`src/rtl/adex_u_update_tdm_pkg.sv`:
```
// -----------------------------------------------------------------------------
// adex_pkg
// Shared types and helpers for the AdEx adaptation-current engine and the
// membrane-potential integrator that sits beside it.
//   adex_u_state_t : sweep controller states
//   DATA_W_DEF     : default signed data width of v / u / dt
//   FRAC_W_DEF     : default number of fractional bits
//   sat_narrow     : clamp a wide signed value into a w-bit signed range
// -----------------------------------------------------------------------------
package adex_pkg;

   localparam int DATA_W_DEF = 16;
   localparam int FRAC_W_DEF = 12;

   typedef enum logic [2:0] {
      IDLE,
      FETCH,
      CALC,
      WRITE,
      DONE
   } adex_u_state_t;

   // Returns x clamped to [-2^(w-1), 2^(w-1)-1], still 64 bits wide so the
   // caller picks the low w bits. Callers sign-extend their accumulator to 64.
   function automatic logic signed [63:0] sat_narrow(input logic signed [63:0] x,
                                                     input int w);
      logic signed [63:0] hi;
      logic signed [63:0] lo;
      hi = (64'sd1 <<< (w - 1)) - 64'sd1;
      lo = -hi - 64'sd1;
      if (x > hi) begin
         return hi;
      end
      if (x < lo) begin
         return lo;
      end
      return x;
   endfunction

endpackage

```
`src/rtl/adex_u_update_tdm_if.sv`:
```
// -----------------------------------------------------------------------------
// adex_u_update_tdm_if
// Bundles the control, v read-port and u result-stream signals of the
// adaptation engine.
//   master : the side that drives start/u_clr/dt/spike_vec and serves v reads
//   slave  : the adaptation engine itself
// Signals: start, u_clr, dt, spike_vec (requests); v_addr, v_rd_en, v_rd_data
// (v read port, 1-cycle latency); u_valid, u_idx, u_out (result stream);
// busy, done (status).
// -----------------------------------------------------------------------------
interface adex_u_update_tdm_if #(
   parameter int N_NEURONS = 16,
   parameter int DATA_W    = 16
);
   localparam int AW = $clog2(N_NEURONS);

   logic                     start;
   logic                     u_clr;
   logic signed [DATA_W-1:0] dt;
   logic [N_NEURONS-1:0]     spike_vec;
   logic [AW-1:0]            v_addr;
   logic                     v_rd_en;
   logic signed [DATA_W-1:0] v_rd_data;
   logic                     u_valid;
   logic [AW-1:0]            u_idx;
   logic signed [DATA_W-1:0] u_out;
   logic                     busy;
   logic                     done;

   modport master (
      output start, u_clr, dt, spike_vec, v_rd_data,
      input  v_addr, v_rd_en, u_valid, u_idx, u_out, busy, done
   );

   modport slave (
      input  start, u_clr, dt, spike_vec, v_rd_data,
      output v_addr, v_rd_en, u_valid, u_idx, u_out, busy, done
   );

endinterface

```
`src/rtl/adex_u_update_tdm_datapath.sv`:
```
// -----------------------------------------------------------------------------
// adex_u_datapath
// Purely combinational Euler step for one neuron's adaptation current:
//   diff   = ((A_COEF * (v - E_L)) >>> FRAC_W) - u
//   u_next = u + ((dt * diff) >>> FRAC_W) + (spike ? B_INC : 0)
//   u_sat  = u_next clamped to the signed DATA_W range
// Ports:
//   v_i, u_i, dt_i : signed DATA_W operands
//   spike_i        : spike flag of this neuron
//   u_sat_o        : saturated result
// -----------------------------------------------------------------------------
module adex_u_datapath
   import adex_pkg::*;
#(
   parameter int                       DATA_W = DATA_W_DEF,
   parameter int                       FRAC_W = FRAC_W_DEF,
   parameter logic signed [DATA_W-1:0] A_COEF = 16'sd2,
   parameter logic signed [DATA_W-1:0] B_INC  = 16'sd100,
   parameter logic signed [DATA_W-1:0] E_L    = -16'sd70
) (
   input  logic signed [DATA_W-1:0] v_i,
   input  logic signed [DATA_W-1:0] u_i,
   input  logic signed [DATA_W-1:0] dt_i,
   input  logic                     spike_i,
   output logic signed [DATA_W-1:0] u_sat_o
);

   // Wide enough that neither product nor the running sums can wrap.
   localparam int ACC_W = 2 * DATA_W + 8;

   logic signed [DATA_W:0]   v_rel;
   logic signed [ACC_W-1:0]  v_rel_x;
   logic signed [ACC_W-1:0]  u_x;
   logic signed [ACC_W-1:0]  dt_x;
   logic signed [ACC_W-1:0]  a_x;
   logic signed [ACC_W-1:0]  b_add;
   logic signed [ACC_W-1:0]  diff;
   logic signed [ACC_W-1:0]  du;
   logic signed [ACC_W-1:0]  u_next;
   logic signed [63:0]       u_next_wide;

   always_comb begin
      // One extra bit so v - E_L never wraps.
      v_rel       = {v_i[DATA_W-1], v_i} - {E_L[DATA_W-1], E_L};
      v_rel_x     = {{(ACC_W-DATA_W-1){v_rel[DATA_W]}}, v_rel};
      u_x         = {{(ACC_W-DATA_W){u_i[DATA_W-1]}}, u_i};
      dt_x        = {{(ACC_W-DATA_W){dt_i[DATA_W-1]}}, dt_i};
      a_x         = {{(ACC_W-DATA_W){A_COEF[DATA_W-1]}}, A_COEF};
      b_add       = '0;
      if (spike_i) begin
         b_add = {{(ACC_W-DATA_W){B_INC[DATA_W-1]}}, B_INC};
      end
      diff        = ((a_x * v_rel_x) >>> FRAC_W) - u_x;
      du          = (dt_x * diff) >>> FRAC_W;
      u_next      = u_x + du + b_add;
      u_next_wide = {{(64-ACC_W){u_next[ACC_W-1]}}, u_next};
      u_sat_o     = DATA_W'(sat_narrow(u_next_wide, DATA_W));
   end

endmodule

```
`src/rtl/adex_u_update_tdm.sv`:
```
// -----------------------------------------------------------------------------
// adex_u_update_tdm
// Time-multiplexed adaptation-current engine. Keeps u for N_NEURONS neurons in
// a register file and, per accepted start, sweeps them in ascending order with
// three cycles per neuron (FETCH, CALC, WRITE).
// Ports:
//   clk  : clock, rising edge
//   rst  : synchronous active-high reset (also clears every stored u)
//   bus  : slave side of adex_u_update_tdm_if (start/u_clr/dt/spike_vec in,
//          v read port, u result stream, busy/done status)
// -----------------------------------------------------------------------------
module adex_u_update_tdm
   import adex_pkg::*;
#(
   parameter int                       N_NEURONS = 16,
   parameter int                       DATA_W    = DATA_W_DEF,
   parameter int                       FRAC_W    = FRAC_W_DEF,
   parameter logic signed [DATA_W-1:0] A_COEF    = 16'sd2,
   parameter logic signed [DATA_W-1:0] B_INC     = 16'sd100,
   parameter logic signed [DATA_W-1:0] E_L       = -16'sd70
) (
   input logic                  clk,
   input logic                  rst,
   adex_u_update_tdm_if.slave   bus
);

   localparam int            AW       = $clog2(N_NEURONS);
   localparam logic [AW-1:0] LAST_IDX = AW'(N_NEURONS - 1);

   adex_u_state_t            state_q, state_d;
   logic [AW-1:0]            idx_q, idx_d;
   logic signed [DATA_W-1:0] dt_q;
   logic [N_NEURONS-1:0]     spike_q;
   logic signed [DATA_W-1:0] u_hold_q;
   logic signed [DATA_W-1:0] u_mem_q [N_NEURONS];
   logic                     u_valid_q;
   logic [AW-1:0]            u_idx_q;
   logic signed [DATA_W-1:0] u_out_q;
   logic signed [DATA_W-1:0] u_sat;
   logic                     accept;
   logic                     clr_req;
   logic [N_NEURONS-1:0]     wr_en;

   // Clear has priority over start when both arrive in IDLE.
   assign clr_req = (state_q == IDLE) && bus.u_clr;
   assign accept  = (state_q == IDLE) && bus.start && !bus.u_clr;

   always_comb begin
      state_d = state_q;
      idx_d   = idx_q;
      case (state_q)
         IDLE: begin
            if (accept) begin
               state_d = FETCH;
               idx_d   = '0;
            end
         end
         FETCH: state_d = CALC;
         CALC:  state_d = WRITE;
         WRITE: begin
            if (idx_q == LAST_IDX) begin
               state_d = DONE;
            end else begin
               idx_d   = idx_q + 1'b1;
               state_d = FETCH;
            end
         end
         DONE:    state_d = IDLE;
         default: state_d = IDLE;
      endcase
   end

   // The read data arrives during CALC and feeds the datapath directly; its
   // result is registered at the CALC->WRITE edge so the u_valid strobe lines
   // up with the WRITE cycle and the register file is written from u_out_q.
   adex_u_datapath #(
      .DATA_W (DATA_W),
      .FRAC_W (FRAC_W),
      .A_COEF (A_COEF),
      .B_INC  (B_INC),
      .E_L    (E_L)
   ) u_datapath (
      .v_i     (bus.v_rd_data),
      .u_i     (u_hold_q),
      .dt_i    (dt_q),
      .spike_i (spike_q[idx_q]),
      .u_sat_o (u_sat)
   );

   always_ff @(posedge clk) begin
      if (rst) begin
         state_q   <= IDLE;
         idx_q     <= '0;
         dt_q      <= '0;
         spike_q   <= '0;
         u_hold_q  <= '0;
         u_valid_q <= 1'b0;
         u_idx_q   <= '0;
         u_out_q   <= '0;
      end else begin
         state_q   <= state_d;
         idx_q     <= idx_d;
         u_valid_q <= (state_q == CALC);
         if (accept) begin
            dt_q    <= bus.dt;
            spike_q <= bus.spike_vec;
         end
         if (state_q == FETCH) begin
            u_hold_q <= u_mem_q[idx_q];
         end
         if (state_q == CALC) begin
            u_out_q <= u_sat;
            u_idx_q <= idx_q;
         end
      end
   end

   for (genvar gi = 0; gi < N_NEURONS; gi++) begin : g_wr_en
      assign wr_en[gi] = (state_q == WRITE) && (idx_q == AW'(gi));
   end

   always_ff @(posedge clk) begin
      for (int i = 0; i < N_NEURONS; i++) begin
         if (rst || clr_req) begin
            u_mem_q[i] <= '0;
         end else if (wr_en[i]) begin
            u_mem_q[i] <= u_out_q;
         end
      end
   end

   assign bus.v_addr  = idx_q;
   assign bus.v_rd_en = (state_q == FETCH);
   assign bus.u_valid = u_valid_q;
   assign bus.u_idx   = u_idx_q;
   assign bus.u_out   = u_out_q;
   assign bus.busy    = (state_q != IDLE);
   assign bus.done    = (state_q == DONE);

endmodule

```
`src/flat_wrapper.sv`:
```
// flat-port wrapper written by rule: the top's interface ports become plain ports
module adex_u_update_tdm_flat import adex_pkg::*;
#(
   parameter int                       N_NEURONS = 16,
   parameter int                       DATA_W    = DATA_W_DEF,
   parameter int                       FRAC_W    = FRAC_W_DEF,
   parameter logic signed [DATA_W-1:0] A_COEF    = 16'sd2,
   parameter logic signed [DATA_W-1:0] B_INC     = 16'sd100,
   parameter logic signed [DATA_W-1:0] E_L       = -16'sd70
)
  (clk, rst, bus_start, bus_u_clr, bus_dt, bus_spike_vec, bus_v_rd_data, bus_v_addr, bus_v_rd_en, bus_u_valid, bus_u_idx, bus_u_out, bus_busy, bus_done);
  adex_u_update_tdm_if #(.N_NEURONS(N_NEURONS), .DATA_W(DATA_W)) bus_i ();
  input logic clk;
  input logic rst;
  input wire logic [$bits(bus_i.start)-1:0] bus_start;
  input wire logic [$bits(bus_i.u_clr)-1:0] bus_u_clr;
  input wire logic [$bits(bus_i.dt)-1:0] bus_dt;
  input wire logic [$bits(bus_i.spike_vec)-1:0] bus_spike_vec;
  input wire logic [$bits(bus_i.v_rd_data)-1:0] bus_v_rd_data;
  output wire logic [$bits(bus_i.v_addr)-1:0] bus_v_addr;
  output wire logic [$bits(bus_i.v_rd_en)-1:0] bus_v_rd_en;
  output wire logic [$bits(bus_i.u_valid)-1:0] bus_u_valid;
  output wire logic [$bits(bus_i.u_idx)-1:0] bus_u_idx;
  output wire logic [$bits(bus_i.u_out)-1:0] bus_u_out;
  output wire logic [$bits(bus_i.busy)-1:0] bus_busy;
  output wire logic [$bits(bus_i.done)-1:0] bus_done;
  assign bus_i.start = bus_start;
  assign bus_i.u_clr = bus_u_clr;
  assign bus_i.dt = bus_dt;
  assign bus_i.spike_vec = bus_spike_vec;
  assign bus_i.v_rd_data = bus_v_rd_data;
  assign bus_v_addr = bus_i.v_addr;
  assign bus_v_rd_en = bus_i.v_rd_en;
  assign bus_u_valid = bus_i.u_valid;
  assign bus_u_idx = bus_i.u_idx;
  assign bus_u_out = bus_i.u_out;
  assign bus_busy = bus_i.busy;
  assign bus_done = bus_i.done;
  adex_u_update_tdm #(.N_NEURONS(N_NEURONS), .DATA_W(DATA_W), .FRAC_W(FRAC_W), .A_COEF(A_COEF), .B_INC(B_INC), .E_L(E_L)) u_core (.clk(clk), .rst(rst), .bus(bus_i));
endmodule
```
`config.mk`:
```
export PLATFORM = sky130hd
export DESIGN_NAME = adex_u_update_tdm_flat
export DESIGN_NICKNAME = d
export VERILOG_FILES = /design/src/rtl/adex_u_update_tdm_pkg.sv /design/src/rtl/adex_u_update_tdm_if.sv /design/src/rtl/adex_u_update_tdm_datapath.sv /design/src/rtl/adex_u_update_tdm.sv /design/src/flat_wrapper.sv
export SDC_FILE = /design/constraint.sdc
export NUM_CORES = 1
export LEC_CHECK = 0
export BUFFER_PORTS_ARGS = -buffer_cell sky130_fd_sc_hd__buf_2
export CORE_MARGIN = 2
export CORE_UTILIZATION = 25
export CTS_BUF_LIST = sky130_fd_sc_hd__clkbuf_4 sky130_fd_sc_hd__clkbuf_8
export DETAILED_ROUTE_END_ITERATION = 12
export SLEW_MARGIN = 20
export SYNTH_ARGS = -nofsm -noshare
export SYNTH_HDL_FRONTEND = slang
export SYNTH_SLANG_ARGS = --single-unit
```
`constraint.sdc`:
```
create_clock -name clk -period 20.4 [get_ports clk]
set_input_delay 4.08 -clock clk [delete_from_list [all_inputs] [get_ports clk]]
set_output_delay 4.08 -clock clk [all_outputs]
set_load 0.005 [all_outputs]
```
==> results.md <==
- Status: finished clean
- First-pass GRT wire length: 101 mm
- Routed Antenna Nets: 0
- Via count: 16,900
- Max Root-Sink Buffers: 3
- Vias in the first global route: 18,200
- Cts bufs inserted: 52
- Async SR Flop Fraction: 0%
- Slowest CP cell: nor2_2
- Clock Skew: 64.8 ps
- VDD IR max: 0.0000548 V
- Final GP Congestion: 0.808
- Setup TNS: 0 ps
- DRC viols: 0
- Htree depth: 2
- Utilization after layout: 28.2%
- Via/cell ratio: 4.34
- Post-synthesis sequential area ratio: 34.7%
- Nets: 2,940
- Crit end category: register
- CTS clk-pin slew, worst paths: 60 ps
- Ratio of cells with drive above 1 in the final layout: 14.2%
- Remaining global-route overflow: 0
- Die height: 330 um
- Yosys cell types: 70
- Synthesized instance count: 2,407
- PwrDens: 80.6 nW/um^2
- Post-CTS sizing: 0
- Post-synthesis register bit count: 332
- Post CTS Setup Buffer Count: 0
- Wirelength per Cell: 15.8 um
- Cells after DPL: 3,805
- Total global-route track usage: 11.7%
- Post-synth EDFFs: 256
- Initial antenna violation count: 3
- Drt pass-1 iters: 5
- Worst hold path type: reg2reg
- Die W: 330 um
- Minimum clock period: 16,040 ps
- Iter 0 DRT Violations: 1,162
- Finished Layout Cells: 3,899
- Worst hold slack: 455 ps
- Final worst-path cycle share: 78.6%
- CTS tree: done
- WP data required: 20,830 ps
- Worst Path Max Fanout: 16
- Most common cell after layout, fill and taps aside: and2_1
- Post-CTS Hold Fix Bufs: 0
- IO Pins: 80
- Max frequency: 62.4 MHz
- Setup violators final: 0
- Synth Warn #: 0
- Leak: 12.6 nW
- Largest net degree at the start of global routing: 76
- RSZ-0062 raised after global routing: false
- Slew Limit Fails: 0
- Fin. Hold Viols: 0
- Slew HR: 29.6%
- Total wire length: 61.5 mm
- Net Count, Synth: 2,879
- Sink Count: 332
- Area of the multi-input gates: 15,600 sq um
- Area Overhead vs Synth: 12.0%
- Max cap viols: 0
- Detail Placement HPWL: 45.6 mm
- Core box area: 105,000 sq um
- Starting density of the core: 25.2%
- Arrival time worst endpoint: 16,470 ps
- Worst Setup Path Type: in2reg
- Fill cells: 10,900
- Cell Area, Synth: 26,500 sq um
- Most frequent cells in the layout: and2_1 (355), inv_1 (348), fa_1 (280)
- Clk_lat worst skew: 640 ps
- FF/Latch Area: 9220 sq um
- Largest stage delay on the critical path: 730 ps
- DIE AREA: 109,000 sq um
- Syn avg cell area: 11.0 sq um
- Tightest Pin Transition: 1050 ps
- Startpoint Class: input port
- Power after layout: 2.40 mW
- I/O Buffers: 78
- Clk Tree Root Cell: clkbuf_8
- Main synth FF type: edfxtp_1
- FP Rows: 119
area by class of cell:
class                      instances  share of cell area [%]
sequential                       332                    31.0
clock buffer                      75                    3.03
inverter                         349                    4.41
timing repair buffer             133                    2.70
multi-input combinational       1600                    52.6
clock inverter                    17                   0.434
antenna                            2                  0.0168
tap                             1391                    5.85
final timing paths:
| path | cells after the start | slack (ps) | end | startpoint |
|---|---|---|---|---|
| setup reg to reg | 44 | 8430 | u_core.bus.u_out[7]$_SDFFE_PP0P_ | u_core.u_hold_q[0]$_SDFFE_PP0P_ |
| hold reg to reg | 2 | 460 | u_core.spike_q[6]$_SDFFE_PP0P_ | u_core.spike_q[6]$_SDFFE_PP0P_ |
| setup / recovery | 50 | 4360 | u_core.bus.u_out[7]$_SDFFE_PP0P_ | bus_v_rd_data[1] |
| hold / removal | 2 | 460 | u_core.spike_q[6]$_SDFFE_PP0P_ | u_core.spike_q[6]$_SDFFE_PP0P_ |
sequential cells by signal (all words and copies together) (netlist names):
| name | cells |
|---|---|
| u_core.u_mem_q | 256 |
| u_core.bus.u_out | 16 |
| u_core.dt_q | 16 |
| u_core.spike_q | 16 |
| u_core.u_hold_q | 16 |
| u_core.bus.u_idx | 4 |
| u_core.bus.v_addr | 4 |
| u_core.state_q | 3 |
| u_core.bus.u_valid | 1 |
kinds of logic (layout without fill, tap and decap cells):
kind of cell | count (synthesis) | count (layout) | synth area share (%)
and+or+nand+nor | 825 | 825 | 16.2
buffers and inverters | 475 | 574 | 6.80
adders and majority gates | 420 | 420 | 27.7
DFF | 332 | 332 | 34.7
AOI/OAI and AO/OA | 205 | 205 | 5.24
muxes | 87 | 87 | 7.29
xor gates and xnor gates | 63 | 63 | 2.08
other | 0 | 2 | 0
synthesized netlist by cell type (all sizes together) (3+ instances only):
cell     instances  area share, %
nor3            40           0.75
nand2          258            3.6
edfxtp         256             29
nor2b           29           0.68
a21o            13           0.37
a21oi           87            1.7
and3            12           0.28
a41oi            3           0.13
xor2            16           0.53
nand3           19           0.36
o211ai           6           0.23
nand2b          20           0.47
dfxtp           76            5.7
nor2            69           0.99
mux4            85            7.2
a21boi           3          0.085
or2              4          0.094
and2           355            8.4
a2111oi          4           0.16
nand4            6           0.14
clkbuf         108            1.5
buf             17           0.31
inv            348            4.9
o21a             6           0.17
o21ai           39           0.79
ha             140            6.6
xnor2           47            1.6
a211oi          19           0.74
o21bai           4           0.11
or3              3          0.071
a221oi           3           0.15
fa             280             21
critical path, delay by kind of cell:
kind            cells  cell delay, ps
xor+xnor            3             720
simple gates        9            2090
fa+ha+maj          10            4400
buf+inv             7             600
compound gates     21            4590
layer usage:
layer	vias up	global-route usage, %	part of all wire [%]
met5	-	0	0.018
met4	2	2.49	1.5
met3	78	2.23	5.5
met2	340	20.1	48
met1	8506	15.4	45
li1	7979	-	-
report_power, final:
group | switching (mW) | internal, mW | total [mW]
clock network | 0.274 | 0.299 | 0.573
logic | 0.589 | 0.392 | 0.981
registers | 0.0439 | 0.799 | 0.843
total | 0.907 | 1.49 | 2.40
metrics by stage:
step                worst slack, ps  instance area [sq um]
CTS                            4330                  29700
finish                         4360                  29700
detailed placement             3740                  28700
floorplan                      5910                  26500
global placement               3860                  28700
global route                   3390                  29700
(Power assumes the default switching activity.)
